**config.mk**
```make
export PLATFORM = sky130hd
export DESIGN_NAME = pipe_stage_reg
export DESIGN_NICKNAME = d
export VERILOG_FILES = /design/src/rtl/pipe_pkg.sv /design/src/rtl/pipe_entry_reg.sv /design/src/rtl/pipe_stage_reg.sv
export SDC_FILE = /design/constraint.sdc
export NUM_CORES = 1
export LEC_CHECK = 0
export ABC_AREA = 1
export CELL_PAD_IN_SITES_DETAIL_PLACEMENT = 1
export CELL_PAD_IN_SITES_GLOBAL_PLACEMENT = 2
export CORE_MARGIN = 2
export CORE_UTILIZATION = 30
export DETAILED_ROUTE_END_ITERATION = 10
export GPL_TIMING_DRIVEN = 0
export PLACE_DENSITY = 0.91
export SLEW_MARGIN = 20
export SYNTH_ARGS = -nofsm -noshare
export SYNTH_HDL_FRONTEND = slang
export SYNTH_SLANG_ARGS = --single-unit
```
**constraint.sdc**
```tcl
create_clock -name clk -period 3.4 [get_ports clk]
set_input_delay 0.34 -clock clk [delete_from_list [all_inputs] [get_ports clk]]
set_output_delay 0.34 -clock clk [all_outputs]
set_load 0.02 [all_outputs]
```
**src/rtl/pipe_pkg.sv**
```systemverilog
// Shared definitions for the inter-stage pipeline registers: per-boundary widths
// and control-bit positions so that gating and downstream decode agree.
package pipe_pkg;

    localparam int OCC_W = 2;

    localparam int RD_EX_DATA_W  = 160;
    localparam int RD_EX_CTRL_W  = 16;
    localparam int EX_MEM_DATA_W = 106;
    localparam int EX_MEM_CTRL_W = 8;
    localparam int MEM_WB_DATA_W = 69;
    localparam int MEM_WB_CTRL_W = 4;

    // Bit positions inside the control vector; downstream decode uses the same indices.
    localparam int CTRL_REGWRITE  = 0;
    localparam int CTRL_MEMREAD   = 1;
    localparam int CTRL_MEMWRITE  = 2;
    localparam int CTRL_MEMTOREG  = 3;
    localparam int CTRL_BRANCH    = 4;
    localparam int CTRL_ALUSRC    = 5;
    localparam int CTRL_ALUOP_LSB = 6;
    localparam int CTRL_ALUOP_W   = 4;
    localparam int CTRL_REGDST    = 10;

    typedef enum logic [1:0] {
        BND_RD_EX  = 2'd0,
        BND_EX_MEM = 2'd1,
        BND_MEM_WB = 2'd2
    } boundary_e;

    function automatic int data_w_of(input boundary_e b);
        case (b)
            BND_RD_EX:  return RD_EX_DATA_W;
            BND_EX_MEM: return EX_MEM_DATA_W;
            default:    return MEM_WB_DATA_W;
        endcase
    endfunction

    function automatic int ctrl_w_of(input boundary_e b);
        case (b)
            BND_RD_EX:  return RD_EX_CTRL_W;
            BND_EX_MEM: return EX_MEM_CTRL_W;
            default:    return MEM_WB_CTRL_W;
        endcase
    endfunction

endpackage

```
**src/rtl/pipe_entry_reg.sv**
```systemverilog
// Single pipeline entry: valid flag plus payload and control storage.
// Storage only writes on load, so bubbles never toggle the data flops.
module pipe_entry_reg #(
    parameter int DATA_W = 64,
    parameter int CTRL_W = 16
) (
    input  logic              clk,
    input  logic              rst_n,
    input  logic              load,
    input  logic              clear,
    input  logic [DATA_W-1:0] d_data,
    input  logic [CTRL_W-1:0] d_ctrl,
    output logic              valid,
    output logic [DATA_W-1:0] q_data,
    output logic [CTRL_W-1:0] q_ctrl
);

    // load wins over clear so a drain-and-refill in one cycle keeps the entry valid
    always_ff @(posedge clk or negedge rst_n) begin
        if (!rst_n) begin
            valid  <= 1'b0;
            q_data <= '0;
            q_ctrl <= '0;
        end else begin
            if (load)
                valid <= 1'b1;
            else if (clear)
                valid <= 1'b0;
            if (load) begin
                q_data <= d_data;
                q_ctrl <= d_ctrl;
            end
        end
    end

endmodule

```
**src/rtl/pipe_stage_reg.sv**
```systemverilog
// Inter-stage pipeline register with valid/ready flow control, flush and an
// optional skid entry that makes in_ready a pure flop output.
module pipe_stage_reg
    import pipe_pkg::*;
#(
    parameter int DATA_W = 64,
    parameter int CTRL_W = 16,
    parameter int SKID   = 1
) (
    input  logic              clk,
    input  logic              rst_n,
    input  logic              flush,
    input  logic              in_valid,
    output logic              in_ready,
    input  logic [DATA_W-1:0] in_data,
    input  logic [CTRL_W-1:0] in_ctrl,
    output logic              out_valid,
    input  logic              out_ready,
    output logic [DATA_W-1:0] out_data,
    output logic [CTRL_W-1:0] out_ctrl,
    output logic [OCC_W-1:0]  occupancy
);

    logic              main_v;
    logic [DATA_W-1:0] main_data;
    logic [CTRL_W-1:0] main_ctrl;
    logic              main_load;
    logic              main_clear;
    logic [DATA_W-1:0] main_d_data;
    logic [CTRL_W-1:0] main_d_ctrl;
    logic              skid_v;
    logic              in_xfer;
    logic              main_drain;

    assign in_xfer    = in_valid & in_ready;
    assign main_drain = main_v & out_ready;

    pipe_entry_reg #(
        .DATA_W (DATA_W),
        .CTRL_W (CTRL_W)
    ) u_main (
        .clk    (clk),
        .rst_n  (rst_n),
        .load   (main_load),
        .clear  (main_clear),
        .d_data (main_d_data),
        .d_ctrl (main_d_ctrl),
        .valid  (main_v),
        .q_data (main_data),
        .q_ctrl (main_ctrl)
    );

    generate
        if (SKID != 0) begin : g_skid
            logic              skid_load;
            logic              skid_clear;
            logic [DATA_W-1:0] skid_data;
            logic [CTRL_W-1:0] skid_ctrl;

            pipe_entry_reg #(
                .DATA_W (DATA_W),
                .CTRL_W (CTRL_W)
            ) u_skid (
                .clk    (clk),
                .rst_n  (rst_n),
                .load   (skid_load),
                .clear  (skid_clear),
                .d_data (in_data),
                .d_ctrl (in_ctrl),
                .valid  (skid_v),
                .q_data (skid_data),
                .q_ctrl (skid_ctrl)
            );

            // in_ready comes straight from the skid valid flop
            assign in_ready = !skid_v;

            always_comb begin
                main_load   = 1'b0;
                main_clear  = 1'b0;
                main_d_data = in_data;
                main_d_ctrl = in_ctrl;
                skid_load   = 1'b0;
                skid_clear  = 1'b0;
                if (flush) begin
                    main_clear = 1'b1;
                    skid_clear = 1'b1;
                end else begin
                    if (main_drain && skid_v) begin
                        main_load   = 1'b1;
                        main_d_data = skid_data;
                        main_d_ctrl = skid_ctrl;
                        skid_clear  = 1'b1;
                    end else if (in_xfer && (!main_v || main_drain)) begin
                        main_load = 1'b1;
                    end else if (main_drain) begin
                        main_clear = 1'b1;
                    end
                    if (in_xfer && main_v && !main_drain)
                        skid_load = 1'b1;
                end
            end
        end else begin : g_single
            assign skid_v   = 1'b0;
            assign in_ready = !main_v || out_ready;

            always_comb begin
                main_d_data = in_data;
                main_d_ctrl = in_ctrl;
                main_load   = in_xfer && !flush;
                main_clear  = flush || main_drain;
            end
        end
    endgenerate

    assign out_valid = main_v;
    assign out_data  = main_data;
    assign out_ctrl  = main_ctrl & {CTRL_W{main_v}};
    assign occupancy = {1'b0, main_v} + {1'b0, skid_v};

    // A stalled head entry must not change until it is taken
    a_stall_stable: assert property (
        @(posedge clk) disable iff (!rst_n)
        (out_valid && !out_ready && !flush) |=>
            (out_valid && $stable(out_data) && $stable(out_ctrl))
    );

endmodule

```
After elaboration in Yosys (flattened, before gate mapping) --
Index checks and enable logic that the tools add are counted.
Word-level totals: flip-flop bits (word level) 162, bits of input ports 85, output and inout bits 84, word-level logic and storage cells 39
Operators by class: add/sub/neg operators 1, multiplexer cells 19, bitwise operators 3, reduce and logical (&&, ||, !) cells 10
Operator list (count):
- 2-to-1 mux 64 bit | 2
- 2-to-1 mux 16 bit | 2
- bitwise AND 16 bit | 1
- 2-to-1 mux 1 bit | 15
- logical AND 1 bit | 4
- nonzero test 2 bit | 2
- zero test 1 bit | 3
- adder 1 x 1 -> 2 bit | 1
- bitwise AND 1 bit | 2
- logical OR 1 bit | 1

Depth between registers and ports, before layout --
Gate-level depths: netlist of run 1.
depth in word-level cells 8, depth in mapped cells 9, depth with buffers taken out 7

Modules after synthesis --
A second synthesis of run 1 with hierarchy kept.
Unflattened totals: cell total of the unflattened synthesis 998, area, all modules 7693.6 µm²
Modules (own cells, without submodules):
- pipe_entry_reg | instances 2, cells an instance 342, area each 3088.0 µm²
- pipe_stage_reg | instances 1, cells an instance 314, area each 1517.7 µm²

Worst setup path after synthesis of run 1 --
OpenSTA, ideal clock, no wires.
path kind register to output, start register u_main.valid, end output out_ctrl[10], data arrival time 1.132 ns, required time 3.060 ns, path slack 1.928 ns, cell stages (with the launch flop) 5, buffers on the path 2, cells stage by stage dfrtp_1 > buf_4 > clkbuf_1 > nand2_1 > inv_1
Between the ends: cells in the longest elaborated chain, start to end 1
RTL lines:
- from (decl) | line pipe_entry_reg.sv:13 | output logic valid,
- from (signal assigned) | line pipe_entry_reg.sv:21 | valid <= 1'b0;
- from (signal assigned) | line pipe_entry_reg.sv:26 | valid <= 1'b1;
- from (signal assigned) | line pipe_entry_reg.sv:28 | valid <= 1'b0;
- bitwise AND 16 bit | line pipe_stage_reg.sv:118 | assign out_ctrl = main_ctrl & {CTRL_W{main_v}};
- to (decl) | line pipe_stage_reg.sv:20 | output logic [CTRL_W-1:0] out_ctrl,
No other way between the ends.

Worst setup path in the final report of run 1 --
start register u_main.valid, end output out_ctrl[9]
Same word-level chain as after synthesis.

==> results list, run 1 <==
- The flow ran to the end, and the final reports show no timing, DRC or antenna violations.
- Wire length of the first global-routing pass: 39.5 mm
- CTS root buf: sky130_fd_sc_hd__clkbuf_16
- In this run, flip-flops and latches consume 45.1% of the power.
* Total gr overflow: 0
- Fraction of the mapped netlist area in compound gates: 0.184%
- During I/O placement, the number of pins put on the boundary was 169.
* Standard cell with the maximum stage delay on the critical path: sky130_fd_sc_hd__clkdlybuf4s50_1
- Residual DRC: 0
* Post-synthesis share of cell area spent on full adders, half adders and majority gates: 0.167%
* Required @ worst endpoint: 3.06 ns
- The clock tree synthesis step divided the H-tree into 4 levels.
- Number of max-slew violations in the final report: 0
- The final hold violation count was 0.
* Worst slew slack as a fraction of its limit: 54.5%
- CP Class: reg2out
- First-iteration detailed-routing DRC count: 295
* Setup clock skew after layout: 0.0108 ns
- Die W: 162 µm
- The floorplan step defined a core boundary enclosing 24,400 µm².
* Vertical extent of the die: 162 µm
- Mean number of vias per cell: 4.67
- After clock tree synthesis, the flow added hold-fix buffers numbering 1.
- Multiplexer fraction of the synthesized cell area: 0%
* Total setup buffers inserted after CTS: 0
* DIE AREA: 26,300 µm²
- Last weighted congestion value of the routability-driven placer: 0.786
- Internal Dissipation: 3.94 mW
- Combinational power share: 23.3%
- Total routed wirelength: 24.4 mm
* Slew @ Worst Pin: 0.683 ns
- Broken down by cell family, the worst path's largest delay share belongs to buffers and inverters.
- The multi-input combinational cells in the finished layout cover a total of 3060 µm².
- For this design the static power due to leakage is 5.39 nW.
* CP startpoint kind: flop
- Clock-pin slew was measured on the worst setup and hold paths at 0.08 ns.
* Initial Utilization: 30.7%
- A synthesized cell averages 7.49 µm².
- In this run the power density over the cells is 574 nW/µm².
- The critical path goes through buf_4 > clkbuf_1 > nand2_1 > inv_1 > clkdlybuf4s50_1.
- Syn Inst Count: 1,001
- Counting both buffers and inverters, the worst setup path holds a total of 4.
- CTS Buf Count: 17
- Entering global routing, the biggest net connects 84 pins.
- Simple-gate portion of the synthesized area: 40.5%
- The clock drives 162 sinks.
- After detailed routing, the average wire length per cell comes to 15.9 µm.
- Setup violations remaining at the end of the flow were counted as 0.
- Leaving out fill and tap cells, the most frequent cell in the layout is sky130_fd_sc_hd__nand2_1.
- The count of buffers added on input and output ports is 168.
- The number of gates resized after CTS was 0.
- Worst Hold Class: in2async
* GRT Util Overall: 19.1%
- Portion of the post-synthesis area used by sequential elements: 54.1%
- The final layout contains 1,276 nets.
- Setup repair after global routing left no endpoint under its margin.
- The design draws 5.84 mW.
* Site row count: 57
- Crit path arrival time: 2.26 ns
* Post-route minimum period: 2.60 ns
- Warnings, synthesis: 0
- Number of maximum-capacitance constraint violations: 0
- Counting the fill cells in the layout gives 3,034.
- Kind of end point of the critical path: primary output
- Top cell type's share of synthesized area: 54.1%
- Via count of the first global-routing pass: 7,277
- The mapped netlist covers 7490 µm².
- In the final layout, flip-flops and latches occupy 4050 µm².
- Detailed routing inserted a total of 7,134 vias.
- Once detailed placement completed, the half-perimeter wirelength came to 16.6 mm.
- Yosys mapped the design onto 15 distinct sky130hd cell types.
- Share of cells above drive strength 1: 6.65%
- From synthesis to final layout, the design area changed by 35.8%.
* Max clock buf depth: 2
* Seq cells post-synth: 162
* Fraction of the cycle the final worst path needs: 76.4%
- By area the synthesized netlist is led by sky130_fd_sc_hd__dfrtp_1, sky130_fd_sc_hd__nand2_1, sky130_fd_sc_hd__nand3_1, sky130_fd_sc_hd__buf_2, sky130_fd_sc_hd__clkbuf_1.
- Total iterations of the first detailed-routing run: 4
- Worst path max stage delay: 0.60 ns
* Antenna viol nets, final: 0
- F_max: 0.385 GHz
- In this run the worst path has a maximum fanout of 10.
- Clock Power Share: 31.7%
- Dominant combinational cell family by area after synthesis: simple AND/OR/NAND/NOR gates
- In this run the power spent charging and discharging nets is 1.90 mW.
- Net count after synthesis: 1,087
- After Yosys synthesis, XOR and XNOR cells account for 0% of the synthesized area.
- In this run switching power makes up 32.5% of total power.
* Most area-hungry cell type in the Yosys netlist: sky130_fd_sc_hd__dfrtp_1
* Maximum ir drop on the vdd rail: 0.257 mV
- Hold is met by 0.465 ns.
* TritonCTS clock tree: yes
- The number of antenna violations at the first check in global routing is 1.
* Worst skew pair latency: 0.43 ns
* Most used cells in the layout excluding fill and tap cells: sky130_fd_sc_hd__nand2_1, sky130_fd_sc_hd__clkdlybuf4s50_1, sky130_fd_sc_hd__dfrtp_1
==> cell families after synthesis <==
logic type / count (synthesis)
adders and majority gates: 1
and+or+nand+nor: 749
AOI/OAI and AO/OA: 2
DFF: 162
buffers and inverters: 87
==> per-stage QoR <==
stage,area [µm²],util [%],setup slack [ns],TNS [ns],instances
after floorplan,7490,-,1.93,0,1001
after global placement,9580,39.3,-5.22,-843.32,1493
after detailed placement,9610,39.4,0.891,0,1494
after CTS,10200,41.7,0.737,0,1527
after global routing,10200,41.7,0.557,0,1527
final,10200,41.7,0.803,0,1528
==> synthesized netlist by cell type <==
library cell               instances
sky130_fd_sc_hd__inv_2             2
sky130_fd_sc_hd__nor2_4            2
sky130_fd_sc_hd__clkbuf_1         23
sky130_fd_sc_hd__nand2_2           1
sky130_fd_sc_hd__buf_2            38
sky130_fd_sc_hd__o21ai_0           1
sky130_fd_sc_hd__buf_1             5
sky130_fd_sc_hd__nand3_2           1
sky130_fd_sc_hd__a21oi_2           1
sky130_fd_sc_hd__nand3_1         160
sky130_fd_sc_hd__dfrtp_1         162
sky130_fd_sc_hd__nand2_1         585
sky130_fd_sc_hd__buf_4             1
sky130_fd_sc_hd__inv_1            18
sky130_fd_sc_hd__ha_1              1
==> state kept, by name, indices dropped and copies added, names as in the netlist <==
register and count:
g_skid.u_skid.q_data 64, u_main.q_data 64, g_skid.u_skid.q_ctrl 16, u_main.q_ctrl 16, g_skid.u_skid.valid 1, u_main.valid 1
==> path summary, 6_finish.rpt <==
path	to	startpoint	slack, ns	cells past startpoint
max	out_ctrl[9]	u_main.valid$_DFFE_PN0P_	0.80	5
max reg2reg	u_main.q_data[7]$_DFFE_PN0P_	u_main.valid$_DFFE_PN0P_	1.37	9
max in group asynchronous	g_skid.u_skid.q_data[8]$_DFFE_PN0P_	rst_n	2.03	3
min reg2reg	g_skid.u_skid.q_data[7]$_DFFE_PN0P_	g_skid.u_skid.q_data[7]$_DFFE_PN0P_	0.47	2
min	u_main.q_data[50]$_DFFE_PN0P_	rst_n	0.47	2
min in group clk	g_skid.u_skid.q_data[7]$_DFFE_PN0P_	g_skid.u_skid.q_data[7]$_DFFE_PN0P_	0.47	2
==> cell type report <==
class / instances / area share, %
buffer: 67 / 2.98
tap: 324 / 3.98
clock buffer: 17 / 4.18
inverter: 20 / 0.738
sequential: 162 / 39.8
clock inverter: 15 / 1.23
timing repair buffer: 170 / 16.9
multi-input combinational: 752 / 30.1
antenna: 1 / 0.0246
==> per-layer routing <==
layer  GRT usage [%]  part of all wire [%]
met5               0                 0.049
met4            5.19                   1.2
met3            3.45                   3.4
met2            31.5                    49
met1            26.0                    47
==> power groups by stage <==
stage                     sequential, mW  clock [mW]  combinational, mW
after global routing                2.69        1.97               1.52
after CTS                           2.63        1.89               1.39
after global placement              2.65           0               1.34
after detailed placement            2.66           0               1.38
after floorplan                     2.80           0              0.530
final                               2.63        1.85               1.36
No activity file was read; power rests on OpenSTA's default activity.
==> run 2: changes to the inputs <==
CORE_UTILIZATION = 25   (was 30)
PLACE_DENSITY = 0.82   (was 0.91)
clock period = 2.37 ns   (was 3.4 ns; I/O delays follow)
==> run 2 against run 1 <==
Compared with the run above: first-iteration DRC count down 11%; global-route usage down 2.7 points; setup slack worse by 0.61 ns.
==> results list, run 2 (synthesized netlist as in run 1, its figures left out) <==
- Outcome: finished clean
- Last weighted congestion value of the routability-driven placer: 0.750 (-4.6%)
- The share of the core filled with cells is 34.7% (-7.0 points).
- The portion of total power attributed to sequential cells was 44.9% (-0.2 points).
- The max-capacitance violation count came to 0 (unchanged).
- The layout cell share with drive strength beyond 1 came to 6.66% (about the same).
- F_max: 0.459 GHz
* Maximum ir drop on the vdd rail: 0.378 mV (+47%)
- The clock insertion delay at the later pin of the skew report is 0.43 ns (about the same).
- Fraction of the cycle the final worst path needs: 91.9%
- The final-layout worst hold slack is 0.375 ns (-0.0902 ns).
- The total clock buffers created by CTS came to 17 (unchanged).
- The antenna diode instance count was 0 (-1).
- The met2 routed wirelength was 12.2 mm (+2.8%).
- The data arrival time at the worst-slack endpoint was 2.49 ns (+0.23 ns).
- The number of max-slew violations in the final report is 0 (unchanged).
* Met3 wire length: 835 µm (+1.2%)
- The slew at the pin with the worst max-slew slack was 0.762 ns (+0.0795 ns).
* First-iteration detailed-routing DRC count: 263 (-11%)
- Worst slew slack as a fraction of its limit: 49.2% (-5.3 points)
* Largest fanout on the critical path: 19 (+9)
- Fin Setup TNS: 0 ns (unchanged)
- The global-route usage over all layers came to 16.4% (-2.7 points).
* Residual DRC: 0 (unchanged)
- TritonCTS built the clock tree.
* Combinational power share: 23.3% (about the same)
- The final hold violation count was 0 (unchanged).
* Total gr overflow: 0 (unchanged)
* Kind of end point of the critical path: flop
- Dpl hpwl: 17.3 mm (+4.2%)
- Layout filler cell count: 3,602 (+19%)
* Number of antenna violations at the first check in global routing: 0 (-1)
- The number of endpoints failing setup at the final stage was 0 (unchanged).
* Number of I/O pins: 169 (unchanged)
- Sinks on the clock net: 162 (unchanged)
- The die extent in y was 177 µm (+9.3%).
- The tree is rooted in a sky130_fd_sc_hd__clkbuf_16.
* Switching power share of the total: 32.6% (+0.15 points)
* Routed metal-1 wirelength: 11.7 mm (+2.3%)
- Most common cell after layout, fill and taps aside: sky130_fd_sc_hd__nand2_1
- Setup repair after global routing left no endpoint under its margin.
* Ordered list of cells on the worst path: buf_4 > nand2_1 > inv_2 > nand2_1 > buf_2 > nand2_1 > nand2_1 > nand2_1 > nand2_1
- The worst reg-to-reg path cell count was 9 (unchanged).
* Internal Dissipation: 5.66 mW (+43%)
* Number of nets at the end of the flow: 1,275 (-0.078%)
- Total routed wirelength: 24.9 mm (+2.2%)
- Pin count of the biggest net entering global routing: 83 (-1.2%)
* Total iterations of the first detailed-routing run: 4 (unchanged)
* Setup clock skew after layout: 0.0121 ns (+0.00134 ns)
* CP startpoint kind: flop
- Total power of the final layout: 8.39 mW (+44%)
- Max clock buf depth: 2 (unchanged)
* P&R area growth vs syn: 36.8%
- Routed signal wires occupy layers up through met4.
* Standard cell with the maximum stage delay on the critical path: sky130_fd_sc_hd__dfrtp_1
* Clock Power Share: 31.9% (+0.2 points)
- Number of levels in the clock H-tree: 4 (unchanged)
* Antenna viol nets, final: 0 (unchanged)
* Core area: 29,600 µm² (+21%)
- Most used cell along the critical path: sky130_fd_sc_hd__nand2_1
- WL/cell: 15.6 µm (-1.9%)
- Number of buffer and inverter instances along the worst setup path: 3 (-1)
- The post-detailed-route via-to-cell ratio is 4.41 (-5.6%).
* Most used cells in the layout excluding fill and tap cells: sky130_fd_sc_hd__nand2_1, sky130_fd_sc_hd__clkdlybuf4s50_1, sky130_fd_sc_hd__dfrtp_1
- DP Area: 9700 µm² (+0.86%)
- The CTS clock-pin slew for the worst setup and hold paths was 0.08 ns (about the same).
- Wire length of the first global-routing pass: 40.1 mm (+1.5%)
- Post-route minimum period: 2.18 ns
- CP Class: reg2reg
- The largest registers in the layout are g_skid.u_skid.q_data (64), u_main.q_data (64).
* Via count of the first global-routing pass: 7,302 (+0.34%)
- The initial cell density of the core is 25.4% (-5.4 points).
- Site row count: 63 (+11%)
* Total setup buffers inserted after CTS: 0 (unchanged)
* Pwr Density: 819 nW/µm² (+43%)
* Final Cell Area: 10,300 µm² (+0.74%)
- The cell count along the critical path was 9 (+4).
* Total vias in the final route: 7,016 (-1.7%)
- The number of gates given a new drive strength after cts is 0 (unchanged).
* Worst Hold Class: in2async
- CP top delay family: buffers and inverters
- NetSw: 2.74 mW (+44%)
* Die W: 177 µm (+9.3%)
- The required time reported for the critical path endpoint came to 2.69 ns (-0.37 ns).
- Number of buffers inserted by port buffering: 168 (unchanged)
- Static leakage: 5.39 nW (about the same)
- The delay of the slowest cell on the worst path came to 0.41 ns (-0.19 ns).
- The die area was 31,400 µm² (+19%).
[run 2: cell types whose count changed in the layout (fill, tap and decap cells not counted), sizes merged]
cell / before / now
clkbuf: 40 / 39
clkinvlp: 2 / 1
clkinv: 5 / 6
diode: 1 / 0
[run 2: worst register-to-register path: cells and delay by family (launching register included)]
family | cells | cell delay (ns)
DFF | 1 | 0.41
and+or+nand+nor | 6 | 0.79
buffers and inverters | 3 | 0.88
[run 2: final timing paths]
check	start	slack, ns	end
max reg2reg	u_main.valid$_DFFE_PN0P_	0.19	u_main.q_data[63]$_DFFE_PN0P_
max in group asynchronous	rst_n	1.12	g_skid.u_skid.q_data[17]$_DFFE_PN0P_
min in group clk	in_data[54]	0.39	g_skid.u_skid.q_data[54]$_DFFE_PN0P_
min	rst_n	0.38	u_main.q_data[51]$_DFFE_PN0P_
max	u_main.valid$_DFFE_PN0P_	0.19	u_main.q_data[63]$_DFFE_PN0P_
min reg2reg	g_skid.u_skid.q_ctrl[3]$_DFFE_PN0P_	0.47	g_skid.u_skid.q_ctrl[3]$_DFFE_PN0P_
[run 2: routing by layer]
layer,up-vias,GRT usage [%]
met4,0,3.86
met1,3391,21.5
met2,117,28.0
li1,3493,-
met5,-,0
met3,15,3.03
[run 2: layout make-up]
class / count / area, µm² / share of cell area, %
timing repair buffer: 170 / 1720 / 16.8
sequential: 162 / 4050 / 39.5
inverter: 20 / 75.1 / 0.732
clock inverter: 15 / 124 / 1.21
buffer: 66 / 299 / 2.92
clock buffer: 17 / 425 / 4.15
multi-input combinational: 752 / 3060 / 29.9
tap: 390 / 488 / 4.76
[run 2: power by group through the flow]
stage / registers [mW] / clock network, mW / logic [mW]
after floorplan: 4.02 / 0 / 0.760
after global placement: 3.80 / 0 / 1.94
after detailed placement: 3.82 / 0 / 1.99
after CTS: 3.77 / 2.78 / 2.00
after global routing: 3.85 / 2.88 / 2.19
final: 3.77 / 2.67 / 1.95
[run 2: repair_timing]
| item | in CTS | in global routing |
|---|---|---|
| hold endpoints to repair | 80 | 0 |
| hold buffers | 1 | 0 |
| endpoints found under the setup margin | 10 | 0 |
[run 2: metrics by stage]
step                      worst slack (ns)  instances
after floorplan                      0.952       1001
after global placement               -6.15       1559
after detailed placement           0.00389       1560
after CTS                            0.124       1592
after global routing                0.0255       1592
final                                0.192       1592
